$ cat src/rtl/module_display_7seg.sv
// -----------------------------------------------------------------------------
// module_display_7seg
//
// Display stage for the arithmetic result. A 16-bit unsigned value captured on
// a one-cycle strobe is converted to four BCD digits by an iterative
// double-dabble engine (one shift per clock). The result drives a 4-digit
// common-anode multiplexed 7-segment display. Values above 9999 show dashes on
// every digit. Leading zeros are blanked, and digit 0 always shows.
//
// Parameters:
//   REFRESH_CYCLES - clock cycles each digit stays lit (>= 1)
//
// Ports:
//   clk        - system clock
//   rst        - asynchronous reset, active-high
//   dato       - unsigned value to display, sampled on dato_valid
//   dato_valid - one-cycle conversion request (ignored while busy)
//   busy       - high while a conversion is in progress
//   seg        - active-low segments {g,f,e,d,c,b,a}
//   an         - active-low one-hot digit enables, an[0] = least significant
// -----------------------------------------------------------------------------
module module_display_7seg #(
    parameter int REFRESH_CYCLES = 50000
) (
    input  logic        clk,
    input  logic        rst,
    input  logic [15:0] dato,
    input  logic        dato_valid,
    output logic        busy,
    output logic [6:0]  seg,
    output logic [3:0]  an
);

    typedef enum logic [1:0] {
        IDLE = 2'd0,
        CONV = 2'd1,
        DONE = 2'd2
    } state_t;

    localparam int               CNT_W    = (REFRESH_CYCLES > 1) ? $clog2(REFRESH_CYCLES) : 1;
    localparam logic [CNT_W-1:0] CNT_LAST = CNT_W'(REFRESH_CYCLES - 1);

    // Segment patterns, active-low {g,f,e,d,c,b,a}
    localparam logic [6:0] SEG_BLANK = 7'b1111111;
    localparam logic [6:0] SEG_DASH  = 7'b0111111;

    state_t            state;
    logic [15:0]       bin_sr;     // binary half of the double-dabble shifter
    logic [15:0]       bcd_sr;     // BCD scratch, four nibbles
    logic [15:0]       dato_lat;   // unshifted copy for the overflow test
    logic [3:0]        iter;       // shift count, 0..15
    logic [15:0]       bcd_adj;    // scratch after the add-3 correction

    logic [15:0]       disp_bcd;   // display register: four BCD digits
    logic              disp_ovf;   // display register: overflow flag

    logic [CNT_W-1:0]  refresh_cnt;
    logic [1:0]        digit_idx;

    logic [3:0]        sel_digit;
    logic [15:0]       upper_digits;
    logic              blank;

    // ------------------------------------------------------------------------
    // Double-dabble correction: add 3 to every nibble >= 5 before the shift.
    // NOTE: every combinational output gets a default before any conditional
    // assignment so no path leaves it unassigned (which would infer a latch).
    // ------------------------------------------------------------------------
    always_comb begin
        bcd_adj = bcd_sr;
        for (int i = 0; i < 4; i++) begin
            if (bcd_sr[4*i +: 4] >= 4'd5)
                bcd_adj[4*i +: 4] = bcd_sr[4*i +: 4] + 4'd3;
        end
    end

    // ------------------------------------------------------------------------
    // Conversion FSM and display register.
    // NOTE: sequential state is written with non-blocking assignments only, so
    // every register sees the pre-edge values of its neighbours.
    // NOTE: the datapath registers are reset along with the control state;
    // an aborted conversion then leaves no stale partial result behind.
    // ------------------------------------------------------------------------
    always_ff @(posedge clk or posedge rst) begin
        if (rst) begin
            state    <= IDLE;
            busy     <= 1'b0;
            bin_sr   <= '0;
            bcd_sr   <= '0;
            dato_lat <= '0;
            iter     <= '0;
            disp_bcd <= '0;
            disp_ovf <= 1'b0;
        end else begin
            unique case (state)
                IDLE: begin
                    if (dato_valid) begin
                        bin_sr   <= dato;
                        dato_lat <= dato;
                        bcd_sr   <= '0;
                        iter     <= '0;
                        busy     <= 1'b1;
                        state    <= CONV;
                    end
                end
                CONV: begin
                    {bcd_sr, bin_sr} <= {bcd_adj, bin_sr} << 1;
                    iter             <= iter + 4'd1;
                    if (iter == 4'd15)
                        state <= DONE;
                end
                DONE: begin
                    // Above 9999 the fifth BCD digit is lost, so keep the old
                    // digits and flag overflow instead.
                    if (dato_lat > 16'd9999) begin
                        disp_ovf <= 1'b1;
                    end else begin
                        disp_bcd <= bcd_sr;
                        disp_ovf <= 1'b0;
                    end
                    busy  <= 1'b0;
                    state <= IDLE;
                end
                default: begin
                    busy  <= 1'b0;
                    state <= IDLE;
                end
            endcase
        end
    end

    // ------------------------------------------------------------------------
    // Free-running scan: each digit is lit for REFRESH_CYCLES clocks.
    // ------------------------------------------------------------------------
    always_ff @(posedge clk or posedge rst) begin
        if (rst) begin
            refresh_cnt <= '0;
            digit_idx   <= '0;
        end else if (refresh_cnt == CNT_LAST) begin
            refresh_cnt <= '0;
            digit_idx   <= digit_idx + 2'd1;
        end else begin
            refresh_cnt <= refresh_cnt + 1'b1;
        end
    end

    // ------------------------------------------------------------------------
    // Segment decode for the selected digit. A digit is blanked when it and
    // all more-significant digits are zero; digit 0 is never blanked.
    // ------------------------------------------------------------------------
    always_comb begin
        sel_digit    = disp_bcd[{digit_idx, 2'b00} +: 4];
        upper_digits = disp_bcd >> {digit_idx, 2'b00};
        blank        = (digit_idx != 2'd0) && (upper_digits == 16'd0);
        an           = ~(4'b0001 << digit_idx);

        if (disp_ovf) begin
            seg = SEG_DASH;
        end else if (blank) begin
            seg = SEG_BLANK;
        end else begin
            unique case (sel_digit)
                4'd0:    seg = 7'b1000000;
                4'd1:    seg = 7'b1111001;
                4'd2:    seg = 7'b0100100;
                4'd3:    seg = 7'b0110000;
                4'd4:    seg = 7'b0011001;
                4'd5:    seg = 7'b0010010;
                4'd6:    seg = 7'b0000010;
                4'd7:    seg = 7'b1111000;
                4'd8:    seg = 7'b0000000;
                4'd9:    seg = 7'b0010000;
                default: seg = SEG_BLANK;
            endcase
        end
    end

endmodule
$ cat config.mk
export PLATFORM = sky130hd
export DESIGN_NAME = module_display_7seg
export DESIGN_NICKNAME = d
export VERILOG_FILES = /design/src/rtl/module_display_7seg.sv
export SDC_FILE = /design/constraint.sdc
export NUM_CORES = 1
export LEC_CHECK = 0
export CAP_MARGIN = 25
export CORE_MARGIN = 2
export CORE_UTILIZATION = 40
export CTS_BUF_LIST = sky130_fd_sc_hd__clkbuf_4 sky130_fd_sc_hd__clkbuf_8
export DETAILED_ROUTE_END_ITERATION = 7
export GPL_ROUTABILITY_DRIVEN = 0
export PLACE_DENSITY_LB_ADDON = 0.2
export SYNTH_ARGS = -nofsm -noshare
export SYNTH_HDL_FRONTEND = slang
export SYNTH_SLANG_ARGS = --single-unit
$ cat constraint.sdc
create_clock -name clk -period 3.7 [get_ports clk]
set_input_delay 1.11 -clock clk [delete_from_list [all_inputs] [get_ports clk]]
set_output_delay 1.11 -clock clk [all_outputs]
set_load 0.005 [all_outputs]
==> summary.txt, run 1 <==
Outcome
  – Outcome: finished, final reports clean

Clocking
  – CTS sink cnt: 86
  – # hold bufs at CTS: 0
  – H-tree levels: 3
  – Clk_lat worst skew: 0.37 ns
  – TritonCTS Buffers: 9
  – CTS tree: yes
  – Clock buffer depth: 2
  – Root buf cell: clkbuf_8
  – Setup repair bufs after CTS: 0
  – CTS clk-pin slew, worst paths: about 0.08 ns

Finish
  – Area Growth Syn to Fin: 16.6%
  – Layout cells sized above 1: approximately 17%
  – NumNets Final: 478
  – Antenna diodes: 0

Power and ir drop
  – PD cells: between 600 and 700 nW/um2
  – Combinational power share: 29.4%
  – Worst vdd ir: 0.268 mV
  – Lkg Pwr: approximately 2.2 nW
  – Power share of the clock group: about 25%
  – Switch share: around 32%
  – Sw power: 1.02 mW
  – Share of power burned in registers: between 40% and 50%
  – Internal: 2.13 mW
  – Pwr Total: 3.15 mW

Detailed routing
  – Max layer used: met4
  – Remaining DRCs: 0
  – DR iter-0 viols: ~130
  – Via density: 5.15
  – Final ANT Viol Nets: 0
  – Drt pass-1 iters: 4
  – Met2 wire len: ~4.0 mm
  – Via count: 3013
  – Met3 WL: 192 um
  – Met1 wire length: 4.13 mm
  – Routed WL: between 8 and 9 mm
  – Drt wl/cell: ~15 um

Synth
  – Syn nets: 443
  – Asr flop ratio synth: between 90% and 100%
  – Area leader, netlist: dfrtp_1
  – Yosys warns: 0
  – Top cells by count, synth: dfrtp_1, o21ai_0, nand2_1, inv_1, mux2_2
  – Prevailing post-synth register cell: dfrtp_1
  – Post-Syn Area per Cell: 10.8 um2
  – Post-synth EDFFs: 0
  – Post-synth top area share: 49.4%
  – Most frequent cell after synthesis: dfrtp_1
  – Sequential fraction of the synthesis area: between 40% and 50%
  – Netlist cell types: 47
  – Mapped Cells: 405
  – Synth top area cells: dfrtp_1, ha_1, mux2_2, o21ai_0, mux2_4
  – Netlist Area Pre-Place: roughly 4400 um2
  – #FFs+latches synth: 86

STA
  – Worst slew margin: between 40% and 50%
  – Post-route clock skew: 0.0116 ns
  – Tmin final: 3.55 ns
  – Fin. max-slew vios: 0
  – Hold Vio Cnt, Final: 0
  – Slew of the pin with the lowest slew margin: just under 0.9 ns
  – Final WS setup: ~0.15 ns
  – Final Cycle Share: 96.0%
  – Max Clock Freq: 282 MHz
  – RSZ-0062 raised after global routing: no
  – Setup TNS: 0 ns
  – Final setup fails: 0

Place
  – # port buffers: 30
  – Post-Place Setup Slack: 0.0859 ns
  – HPWL Detailed: 6.09 mm

Floorplanning
  – Core ar.: 10700 um2
  – Die width: 108 um
  – Die footprint: roughly 12000 um2
  – Die height: 108 um
  – I/O pin cnt: 31
  – Row count: 38
  – Initial core utilization: between 40% and 50%

Critical path
  – Worst Setup EP: seg[2]
  – Worst path slowest cell: mux4_2
  – Arr. time, crit path: 2.44 ns
  – Crit path max fanout: 6
  – R2r worst-path depth: 4
  – CP required: between 2 and 3 ns
  – Critical path startpoint category: flop
  – Worst path max stage delay: roughly 0.54 ns
  – Worst R2R Start: state[1]$_DFFE_PP0P_
  – Crit. End Element: output port
  – CP Launch Point: digit_idx[0]$_DFFE_PP0N_
  – FF-to-FF End: disp_bcd[9]$_DFFE_PP0P_
  – Crit Path Class: flop to output port
  – R2r setup slk: 1.25 ns
  – Worst-path cell chain: mux4_2 > inv_2 > ha_1 > nor4b_4 > o221a_2 > a21oi_2 > o21ai_0 > dlygate4sd2_1

Global routing
  – GRT Util Overall: 16.3%
  – Total gr overflow: 0
  – First-pass GRT wire length: 14.8 mm
  – Initial antenna violation count: 0
  – Vias in the first global route: 3117
  – Largest net degree at the start of global routing: 37

Worst hold path
  – Worst hold path class: flop to flop

Flow run
  – Max cap viols: 0
[worst max-delay path, delay by kind of cell (launching register included)]
kind,cells,cell delay (ns)
compound gates,3,0.41
fa+ha+maj,1,0.17
buf+inv,2,0.35
flops,1,0.41
mux,1,0.54
simple gates,1,0.20
[layout by cell type, fill, tap and decap left out, types with 5 or more instances in the layout]
cell,count
dfrtp_1,86
o21ai_0,39
nand2_1,34
clkdlybuf4s50_1,23
mux2_2,21
inv_1,21
nor2_1,19
ha_1,19
xnor2_1,15
a21oi_1,12
buf_4,12
nand3_1,11
a31oi_1,10
mux2_4,9
clkbuf_8,9
nor3_1,7
nor4_1,7
dlygate4sd2_1,7
a22o_1,6
xor2_1,6
nand2b_1,5
and2_0,5
and2_1,5
nand4_1,5
[layout make-up]
type | count | area (um2)
tap | 140 | 175
fill | 1031 | 5670
inverter | 25 | 97.6
multi-input combinational | 276 | 2030
clock buffer | 10 | 131
sequential | 86 | 2150
timing repair buffer | 42 | 382
clock inverter | 6 | 110
[sequential cells by signal (all words and copies together) (netlist names)]
| register | count |
|---|---|
| bin_sr | 16 |
| state | 2 |
| digit_idx | 2 |
| refresh_cnt | 16 |
| iter | 4 |
| disp_ovf | 1 |
| disp_bcd | 16 |
| busy | 1 |
| dato_lat | 12 |
| bcd_sr | 16 |
[repair_timing]
item                                    in CTS  in global routing
endpoints found under the setup margin       7                  0
hold endpoints to repair                     0                  0
resized for setup                           12                  0
[worst min path at each step]
stage	startpoint	to	slack, ns	cells past startpoint
after floorplan	bin_sr[4]$_DFFE_PP0P_	bin_sr[4]$_DFFE_PP0P_	0.44	2
after global placement	bin_sr[4]$_DFFE_PP0P_	bin_sr[4]$_DFFE_PP0P_	0.46	2
after detailed placement	bin_sr[4]$_DFFE_PP0P_	bin_sr[4]$_DFFE_PP0P_	0.47	2
after CTS	bin_sr[4]$_DFFE_PP0P_	bin_sr[4]$_DFFE_PP0P_	0.49	2
after global routing	bin_sr[6]$_DFFE_PP0P_	bin_sr[6]$_DFFE_PP0P_	0.51	2
final	bin_sr[11]$_DFFE_PP0P_	bin_sr[11]$_DFFE_PP0P_	0.49	2
[power by group through the flow]
stage | registers (mW) | clock network [mW] | logic, mW
2_1_floorplan | 1.36 | 0 | 0.759
3_3_place_gp | 1.45 | 0 | 0.925
3_5_place_dp | 1.45 | 0 | 0.957
4_1_cts | 1.44 | 0.821 | 0.946
5_1_grt | 1.48 | 0.858 | 1.07
6_report | 1.43 | 0.791 | 0.925
[per-stage QoR]
step	instance area, um2	utilization (%)	hold slack, ns	cells
2_1_floorplan	4350	-	0.442	405
5_1_grt	5080	47.3	0.506	585
6_report	5080	47.3	0.485	585
4_1_cts	5080	47.3	0.487	585
3_3_place_gp	4830	44.9	0.457	569
3_5_place_dp	4830	44.9	0.467	569
[per-layer routing]
metal / vias up / global-route usage, %
li1: 1483 / -
met4: 0 / 8.52
met1: 1482 / 21.1
met2: 37 / 26.6
met3: 11 / 2.11
met5: - / 0
[kinds of logic after synthesis]
kind of cell    synth area share [%]
xor+xnor                        4.22
fa+ha+maj                       5.46
compound gates                  11.7
simple gates                    13.2
mux                             11.5
buf+inv                         4.48
flops                           49.4
No activity file was read; power rests on OpenSTA's default activity.
==> run 2: changes to the inputs <==
TNS_END_PERCENT = 20   (was default)
==> results of run 2 <==
No change in the layout: final DEF, timing and power equal those of run 1.
==> run 3: changes to the inputs <==
CAP_MARGIN = default   (was 25)
==> results of run 3 <==
No change in the layout: final DEF, timing and power equal those of run 1.
